## config.mk

```make
export PLATFORM = sky130hd
export DESIGN_NAME = pft_loader
export DESIGN_NICKNAME = d
export VERILOG_FILES = /design/src/rtl/pft_loader.sv
export SDC_FILE = /design/constraint.sdc
export NUM_CORES = 1
export LEC_CHECK = 0
export ABC_AREA = 1
export BUFFER_PORTS_ARGS = -buffer_cell sky130_fd_sc_hd__buf_2
export CORE_MARGIN = 10
export CORE_UTILIZATION = 45
export DETAILED_ROUTE_END_ITERATION = 10
export PLACE_DENSITY = 0.76
export SLEW_MARGIN = 20
export SYNTH_ARGS = -nofsm -noshare
export SYNTH_HDL_FRONTEND = slang
export SYNTH_SLANG_ARGS = --single-unit
```

## constraint.sdc

```tcl
create_clock -name clk -period 1.96 [get_ports clk]
set_clock_uncertainty 0.2 [all_clocks]
set_input_delay 0.098 -clock clk [delete_from_list [all_inputs] [get_ports clk]]
set_output_delay 0.098 -clock clk [all_outputs]
set_load 0.005 [all_outputs]
```

## src/rtl/pft_loader.sv

```systemverilog
// PFT write-side loader: streams feature vectors round-robin into the PFT banks.
// Optional PFT_LOADER_CNT_EN adds the fill_cnt output.
module pft_loader #(
    parameter int PFT_addr_width = 5,
    parameter int PFT_data_width = 8,
    parameter int PE_COL         = 16,
    parameter int PFT_bank       = 32
) (
    input  logic                             clk,
    input  logic                             rst_n,
    input  logic                             start,
    input  logic [PFT_addr_width-1:0]        base_addr,
    input  logic                             in_valid,
    output logic                             in_ready,
    input  logic [PFT_data_width*PE_COL-1:0] in_data,
    input  logic                             in_last,
    output logic [PFT_bank-1:0]              write,
    output logic [PFT_addr_width-1:0]        PFT_waddr,
    output logic [PFT_data_width*PE_COL-1:0] din,
    output logic [PFT_bank-1:0]              valid,
    output logic                             done,
`ifdef PFT_LOADER_CNT_EN
    output logic [$clog2(PFT_bank):0]        fill_cnt,
`endif
    input  logic                             grp_release
);

    localparam int DW = PFT_data_width * PE_COL;
    localparam int PW = $clog2(PFT_bank);

    typedef enum logic [1:0] {IDLE, FILL, HOLD} state_t;

    state_t                    state, state_n;
    logic [PW-1:0]             bank_ptr, bank_ptr_n;
    logic                      in_ready_n, done_n;
    logic [PFT_bank-1:0]       write_n, valid_n, onehot;
    logic [PFT_addr_width-1:0] waddr_n;
    logic [DW-1:0]             din_n;
    logic                      xfer, full;
`ifdef PFT_LOADER_CNT_EN
    logic [PW:0]               cnt_n;
`endif

    assign xfer   = in_valid & in_ready;
    assign full   = (bank_ptr == PW'(PFT_bank - 1));
    assign onehot = {{(PFT_bank-1){1'b0}}, 1'b1} << bank_ptr;

    always_comb begin
        state_n    = state;
        bank_ptr_n = bank_ptr;
        write_n    = '0;
        din_n      = din;
        valid_n    = valid;
        waddr_n    = PFT_waddr;
        done_n     = done;
`ifdef PFT_LOADER_CNT_EN
        cnt_n      = fill_cnt;
`endif
        unique case (state)
            IDLE: begin
                if (start) begin
                    state_n    = FILL;
                    waddr_n    = base_addr;
                    bank_ptr_n = '0;
                    valid_n    = '0;
`ifdef PFT_LOADER_CNT_EN
                    cnt_n      = '0;
`endif
                end
            end
            FILL: begin
                if (xfer) begin
                    write_n    = onehot;
                    din_n      = in_data;
                    valid_n    = valid | onehot;
                    bank_ptr_n = bank_ptr + PW'(1);
`ifdef PFT_LOADER_CNT_EN
                    cnt_n      = fill_cnt + (PW+1)'(1);
`endif
                    // the last bank always closes the group; the pointer never wraps
                    if (in_last || full)
                        state_n = HOLD;
                end
            end
            HOLD: begin
                done_n = 1'b1;
                if (grp_release) begin
                    state_n    = IDLE;
                    done_n     = 1'b0;
                    valid_n    = '0;
                    bank_ptr_n = '0;
`ifdef PFT_LOADER_CNT_EN
                    cnt_n      = '0;
`endif
                end
            end
            default: state_n = IDLE;
        endcase
        in_ready_n = (state_n == FILL);
    end

    always_ff @(posedge clk or negedge rst_n) begin
        if (!rst_n) begin
            state     <= IDLE;
            bank_ptr  <= '0;
            in_ready  <= 1'b0;
            write     <= '0;
            PFT_waddr <= '0;
            din       <= '0;
            valid     <= '0;
            done      <= 1'b0;
`ifdef PFT_LOADER_CNT_EN
            fill_cnt  <= '0;
`endif
        end else begin
            state     <= state_n;
            bank_ptr  <= bank_ptr_n;
            in_ready  <= in_ready_n;
            write     <= write_n;
            PFT_waddr <= waddr_n;
            din       <= din_n;
            valid     <= valid_n;
            done      <= done_n;
`ifdef PFT_LOADER_CNT_EN
            fill_cnt  <= cnt_n;
`endif
        end
    end

endmodule

```

After elaboration in Yosys (flattened, before gate mapping):

Cells that the tools add are included.

* flip-flop bits (word level): 206
* output and inout port bits: 199

* add/subtract/negate cells: 1
* equal/unequal tests: 7
* shift operators: 1
* multiplexer cells: 16
* bitwise operators: 2
* reduce and logical (&&, ||, !) cells: 6

Operator list (number)
* 2-to-1 mux 32 bit: 5
* case mux 32 bit (3 select lines): 1
* bitwise OR 32 bit: 1
* left shift 1 x 5 -> 32 bit (first input constant): 1
* 2-to-1 mux 5 bit: 3
* case mux 5 bit (3 select lines): 1
* 2-to-1 mux 2 bit: 4
* inequality test 2 bit (second input constant): 3
* case mux 2 bit (3 select lines): 1
* adder 5 x 1 -> 5 bit (second input constant): 1
* == test 5 bit (second input constant): 1
* == test 2 x 1 -> 1 bit (second input constant): 2
* AND reduction 2 bit: 2
* AND reduction 4 bit: 1
* nonzero test 3 bit: 1
* == test 2 bit (second input constant): 1
* zero test 2 bit: 1
* bitwise AND 1 bit: 1
* logical OR 1 bit: 1
* 2-to-1 mux 1 bit: 1

Depth between registers and ports, before layout:

Gate-level depths: netlist of the first run.

* depth after elaboration: 6
* depth in mapped cells: 8
* depth with buffers taken out: 7

Worst setup path before layout of the first run:

Ideal clock, no wire load.

* kind: register to register
* start point: register bank_ptr[2]
* end point: register bank_ptr[4]
* library setup time: 128 ps
* arrival: 1407 ps
* setup slack: 225 ps
* cell stages (with the launch flop): 9
* path buffers: 2
* period minus slack after synthesis: 1735 ps
* cells stage by stage: dfrtp_1 -> clkbuf_1 -> clkbuf_1 -> and3_1 -> ha_1 -> inv_1 -> nor2_1 -> nand2_1 -> o21ai_0

* word-level cells in the longest chain between the ends: 3

RTL lines
* start, declared: RTL line 34 `logic [PW-1:0] bank_ptr, bank_ptr_n;`
* start signal, assigned: RTL line 117 `bank_ptr <= bank_ptr_n;`
* adder 5 x 1 -> 5 bit: RTL line 76 `bank_ptr_n = bank_ptr + PW'(1);`
* 2-to-1 mux 5 bit: RTL line 72 `if (xfer) begin`
* case mux 5 bit (3 select lines): RTL line 59 `unique case (state)`

Every way passes these cells. The select of a mux whose other input is x is not followed.
A chain may end at the register's enable or synchronous reset.

Final worst setup path of the first run:

* start point: register state[1]
* end point: register din[31]

* word-level cells in the longest chain between the ends: 2

RTL lines
* start, declared: RTL line 33 `state_t state, state_n;`
* start signal, assigned: RTL line 116 `state <= state_n;`
* == test 2 x 1 -> 1 bit: RTL line 59
* AND reduction 2 bit (no line)
* end signal, assigned: RTL line 121 `din <= din_n;`
* end, declared: RTL line 19 `output logic [PFT_data_width*PE_COL-1:0] din,`

Every way passes these cells.

==> results.md, run 1 <==
- CP startpoint kind: register
- H-tree levels: 1
- Worst Path Required: 2.20 ns
- FILL cells: 1214
- Synth area leader: dfrtp_1
- DIE AREA: 24000 sq um
- Via count: 8513
- Multi-input gate area: 2620 sq um
- Post-route ant nets: 0
- CP Class: register to register
- Slew Viols, Final: 0
- Final setup fails: 0
- Max VDD drop: 0.955 mV
- Overall Power: 17.1 mW
- Gpl congestion: 0.816
- Crit Path Max Fanout: 43
- Worst-Margin Slew: 0.529 ns
- Syn Inst Count: 930
- Clk root buf: clkbuf_16
- Post_cts resized: 0
- Syn nets: 1076
- Vias/cell: 5.13
- Synthesized flop and latch total: 206
- Mean post-synth cell area: 8.82 sq um
- Worst Setup End Kind: register
- Yosys top cell area share: 62.8%
- Number of global-route vias before repair: 9119
- Floorplan row count: 49
- Final setup TNS: 0 ns
- Clock Sinks: 206
- CTS buffer count: 23
- Buffers added on ports: 337
- Die width: 155 um
- Starting Density: 45.7%
- Nets: 1551
- RR Startpoint: state[1]
- Gr ovfl total: 0
- Max frequency: 554 MHz
- Post-CTS setup buffers: 0
- Layout area overhead: 51.5%
- Router iterations before antenna repair: 7
- Final Cycle Share: 92.0%
- Slew margin rel.: 64.7%
- Leakage power: 6.99 nW
- Clk slew on worst S/H paths: 0.06 ns
- CTS tree: yes
- Max clock buf depth: 3
- Reg2reg end: din[31]
- Core Area: 18000 sq um
- Worst R2R Path Depth: 7
- Max-Cap Viols: 0
- Status: finished, final reports clean
- Critical Path AT: 2.05 ns
- Final worst path period need: 1.80 ns
- Hold Crit Class: primary input to asynchronous set/reset pin
- R2R setup slack: 0.16 ns
- Routed length per instance: 19.2 um
- Remaining DRCs: 0
- Sequential area share after synthesis: 62.8%
- Die H: 155 um
- Detailed Route Iter0 Violations: 666
- Share of cells above drive strength 1: 28.5%
- Post-DP HPWL: 19.4 mm
- Fin. Hold Viols: 0
- # IOs: 338
- Antenna violations before repair: 9
- Overall routing resource usage: 25.6%
- Clk_lat worst skew: 0.49 ns
- Largest net degree at the start of global routing: 70
- YS warnings: 0
- Syn Std Cell Area: 8210 sq um
- Power density over cell area: 1370 nW/um^2
- FF+latch area: 5150 sq um
- Post-Route WL: 31.8 mm
- First-pass GRT wire length: 49.7 mm
- RSZ-0062 raised after global routing: false
- Synth area leaders: dfrtp_1, nand2_1, nand4_1
- Synth cell types: 21
power breakdown:
group | internal, mW | leakage, nW | switching, mW | total [mW]
clock network | 2.54 | 0.366 | 1.74 | 4.29
logic | 2.37 | 3.95 | 3.77 | 6.14
registers | 5.69 | 2.67 | 0.967 | 6.66
total | 10.6 | 6.99 | 6.48 | 17.1
sequential cells by signal, indices dropped and copies added, names as in the netlist:
| register | flops |
|---|---|
| done | 1 |
| din | 128 |
| in_ready | 1 |
| valid | 32 |
| PFT_waddr | 5 |
| state | 2 |
| write | 32 |
| bank_ptr | 5 |
cell usage after synthesis, drive strengths merged:
cell and count:
and3 1, inv 42, ha 7, nor2 39
clkinv 2, buf 36, o21ai 14, nand3 28
or2 1, a21oi 21, nand2 491, nand4 26
dfrtp 206, clkbuf 16
per-stage QoR:
stage / cell area [sq um] / std cells / worst slack [ns] / util [%] / hold slack, ns
after floorplan: 8210 / 930 / 0.225 / - / -0.398
after global placement: 10200 / 1465 / 0.292 / 56.9 / -0.155
after detailed placement: 10200 / 1465 / 0.237 / 56.9 / -0.154
after CTS: 12400 / 1649 / 0.228 / 69.1 / 0.0194
after global routing: 12400 / 1658 / 0.0711 / 69.2 / 0.0354
final: 12400 / 1659 / 0.156 / 69.2 / 0.0242
cells by family (layout without fill, tap and decap cells):
family / count (synthesis) / after routing / share of synthesized area [%]
adder cells (fa/ha/maj): 7 / 7 / 1.07
buffers and inverters: 96 / 586 / 5.31
AO/OA/AOI/OAI: 35 / 35 / 2.13
other: 0 / 10 / 0
AND/OR/NAND/NOR: 586 / 586 / 28.7
flip-flops: 206 / 206 / 62.8
critical path, stage by stage, from the launching register on:
cell	delay, ns
dfrtp_1	0.42
inv_1	0.16
nand2_4	0.08
nor2_4	0.16
buf_12	0.24
buf_12	0.22
nand2_1	0.12
nand2_1	0.10
how the worst max path moves through the flow:
stage          slack (ns)           to   startpoint  cells after the start
2_1_floorplan        0.23  bank_ptr[4]  bank_ptr[2]                      8
3_3_place_gp         0.29  bank_ptr[4]  bank_ptr[0]                      7
3_5_place_dp         0.24      din[45]     state[1]                      7
4_1_cts              0.23  bank_ptr[4]  bank_ptr[0]                      7
5_1_grt              0.07      din[87]     state[1]                      7
6_report             0.16      din[31]     state[1]                      7
cell usage in the layout (no fill, tap or decap), types with 7 or more instances in the layout:
| master | n |
|---|---|
| a21oi_1 | 21 |
| buf_12 | 12 |
| buf_2 | 336 |
| buf_4 | 10 |
| clkbuf_16 | 23 |
| dfrtp_1 | 206 |
| diode_2 | 10 |
| dlygate4sd3_1 | 143 |
| ha_1 | 7 |
| inv_1 | 41 |
| nand2_1 | 489 |
| nand3_1 | 25 |
| nand4_1 | 26 |
| nor2_1 | 36 |
| o21ai_0 | 14 |
per-layer routing:
layer  global-route usage (%)  up-vias  wire [um]
li1                         -     3807          -
met1                     27.9     4003      10900
met2                     43.2      556      15800
met3                     8.30      147       3240
met4                     14.1        0       1910
met5                        0        -          0
timing repair:
action | 4_1_cts | 5_1_grt
hold buffers | 144 | 0
hold endpoints to repair | 343 | 0
setup endpoints to repair | 0 | 0
layout make-up:
type	instances	share of cell area, %
Sequential cell	206	41.5
Clock inverter	9	0.865
Tap cell	229	2.30
Clock buffer	31	5.11
Multi-Input combinational cell	628	21.0
Antenna cell	10	0.201
Inverter	44	1.35
Timing Repair Buffer	502	27.7
(Power assumes the default switching activity.)
==> run 2, diff against run 1 <==
--- a/config.mk
+++ b/config.mk
@@ -8,9 +8,9 @@
 export ABC_AREA = 1
 export BUFFER_PORTS_ARGS = -buffer_cell sky130_fd_sc_hd__buf_2
 export CORE_MARGIN = 10
-export CORE_UTILIZATION = 45
+export CORE_UTILIZATION = 48
 export DETAILED_ROUTE_END_ITERATION = 10
-export PLACE_DENSITY = 0.76
+export PLACE_DENSITY = 0.8
 export SLEW_MARGIN = 20
 export SYNTH_ARGS = -nofsm -noshare
 export SYNTH_HDL_FRONTEND = slang
==> results.md, run 2 (synthesis gave the netlist of run 1 again) <==
- Post-route ant nets: 0 (unchanged)
- Final worst path period need: 1.79 ns (-0.0163 ns)
- Max frequency: 559 MHz (+0.91%)
- Fin. Hold Viols: 0 (unchanged)
- RR Startpoint: state[1]
- Slew margin rel.: 66.6% (+2.0 points)
- Nets: 1551 (unchanged)
- Worst-Margin Slew: 0.497 ns (-0.0318 ns)
- Clk root buf: clkbuf_16
- Number of global-route vias before repair: 9180 (+0.67%)
- Max VDD drop: 1.08 mV (+13%)
- Layout area overhead: 50.6%
- CTS buffer count: 22 (-4.3%)
- Die width: 151 um (-2.8%)
- Worst R2R Path Depth: 7 (unchanged)
- Largest net degree at the start of global routing: 77 (+10%)
- Clk_lat worst skew: 0.49 ns (about the same)
- Post-CTS setup buffers: 0 (unchanged)
- Floorplan row count: 47 (-4.1%)
- Die H: 151 um (-2.8%)
- CP Class: register to register
- Share of cells above drive strength 1: 28.5% (+0.070 points)
- Router iterations before antenna repair: 5 (-2)
- CP startpoint kind: register
- Remaining DRCs: 0 (unchanged)
- Core Area: 16600 sq um (-7.4%)
- Commonest cells after routing, fill and taps aside: nand2_1, buf_2, dfrtp_1
- Biggest regs: din x128, valid x32, write x32
- Worst Path Required: 2.12 ns (-0.08 ns)
- Gr ovfl total: 0 (unchanged)
- Clock Sinks: 206 (unchanged)
- H-tree levels: 1 (unchanged)
- Slew Viols, Final: 0 (unchanged)
- Overall Power: 17.1 mW (+0.12%)
- Final setup TNS: 0 ns (unchanged)
- Via count: 8729 (+2.5%)
- RSZ-0062 raised after global routing: false
- R2R setup slack: 0.17 ns (+0.02 ns)
- Hold Crit Class: primary input to register
- DIE AREA: 22700 sq um (-5.5%)
- Buffers added on ports: 337 (unchanged)
- Reg2reg end: din[72]
- Max-Cap Viols: 0 (unchanged)
- Gpl congestion: 0.836 (+2.4%)
- Starting Density: 49.3% (+3.6 points)
- Vias/cell: 5.30 (+3.3%)
- Post_cts resized: 0 (unchanged)
- Power density over cell area: 1380 nW/um^2 (+0.72%)
- Final setup fails: 0 (unchanged)
- # IOs: 338 (unchanged)
- Crit Path Max Fanout: 69 (+60%)
- Max clock buf depth: 3 (unchanged)
- CP Buf/Inv Count: 3 (unchanged)
- Worst Setup End Kind: register
- Max FFs per register: 128 (unchanged)
- Leakage power: 6.97 nW (-0.23%)
- Most common cell after layout, fill and taps aside: nand2_1
- Detailed Route Iter0 Violations: 866 (+30%)
- Crit-path slowest cell: dfrtp_1
- Overall routing resource usage: 28.5% (+2.9 points)
- Origin of the worst min-delay path: in_data[104]
- Hold path depth: 4
- Worst hold path endpoint: din[104]
- Antenna violations before repair: 5 (-4)
- First-pass GRT wire length: 50.7 mm (+2.0%)
- Status: finished, final reports clean
- CTS tree: yes
- Critical Path AT: 1.95 ns (-0.10 ns)
- Top Family by Delay on Critical Path: simple AND/OR/NAND/NOR gates
- Final Cycle Share: 91.2% (-0.83 points)
- Biggest register: din
- Crit-path cells: inv_1 -> nand2_4 -> nor2_4 -> inv_4 -> buf_12 -> nand2_1 -> nand2_1
- Clk slew on worst S/H paths: 0.07 ns (about the same)
- Top cell by count, worst path: nand2_1
- Post-Route WL: 33.5 mm (+5.3%)
- Post-DP HPWL: 19.4 mm (+0.20%)
- Routed length per instance: 20.3 um (+6.0%)
- Slowest Stage Delay on Critical Path: 0.43 ns (about the same)
-- run 2: cell types whose count changed in the layout (fill, tap and decap cells not counted) --
cell	previous run	this run
bufinv_16	2	0
buf_12	12	7
clkbuf_8	4	11
inv_6	1	0
diode_2	10	7
dlygate4sd3_1	143	144
buf_4	10	15
clkinvlp_4	1	0
clkinv_2	4	3
clkbuf_1	5	3
inv_8	1	0
-- run 2: how the worst max path moves through the flow --
| stage | start | end | slack (ns) | cells past startpoint |
|---|---|---|---|---|
| finish | state[1] | din[72] | 0.17 | 7 |
| detailed placement | state[0] | valid[15] | 0.21 | 7 |
| floorplan | bank_ptr[2] | bank_ptr[4] | 0.23 | 8 |
| global placement | bank_ptr[0] | valid[8] | 0.28 | 6 |
| CTS | state[0] | valid[15] | 0.20 | 7 |
| global route | bank_ptr[0] | in_ready | 0.06 | 6 |
-- run 2: area by class of cell --
type	instances	area [sq um]
diodes	7	17.5
clock buffers	36	724
clock inverters	3	15.0
fillers	1030	4280
inverters	44	168
multi-input cells	628	2620
flip-flops and latches	206	5150
well taps	220	275
repair buffers	503	3390
-- run 2: power breakdown --
part | internal, mW | switching (mW)
clock | 2.51 | 1.74
combinational | 2.30 | 3.88
sequential | 5.69 | 0.992
-- run 2: worst register-to-register path, delay by kind of cell (launching register included) --
family,cells,cell delay (ns)
and+or+nand+nor,4,0.55
buffers and inverters,3,0.48
DFF,1,0.43
-- run 2: stage by stage --
step,util [%],std cells,area [sq um],hold slack [ns],setup WS [ns]
floorplan,-,930,8210,-0.398,0.225
global placement,61.1,1457,10200,-0.109,0.282
detailed placement,61.1,1457,10200,-0.103,0.214
CTS,74.2,1640,12300,0.121,0.203
global route,74.2,1645,12400,0.144,0.0645
finish,74.3,1647,12400,0.143,0.172
-- run 2: repair_timing --
action                                 in CTS  in global routing
endpoints found under the hold margin     346                  0
setup endpoints to repair                   0                  0
hold buffers                              144                  0
-- run 2: routing by layer --
layer | vias up | share of wire [%] | global-route usage [%]
li1 | 3805 | - | -
met1 | 4100 | 33 | 30.0
met2 | 640 | 50 | 48.3
met3 | 184 | 11 | 9.69
met4 | 0 | 6.4 | 17.1
met5 | - | 0 | 0
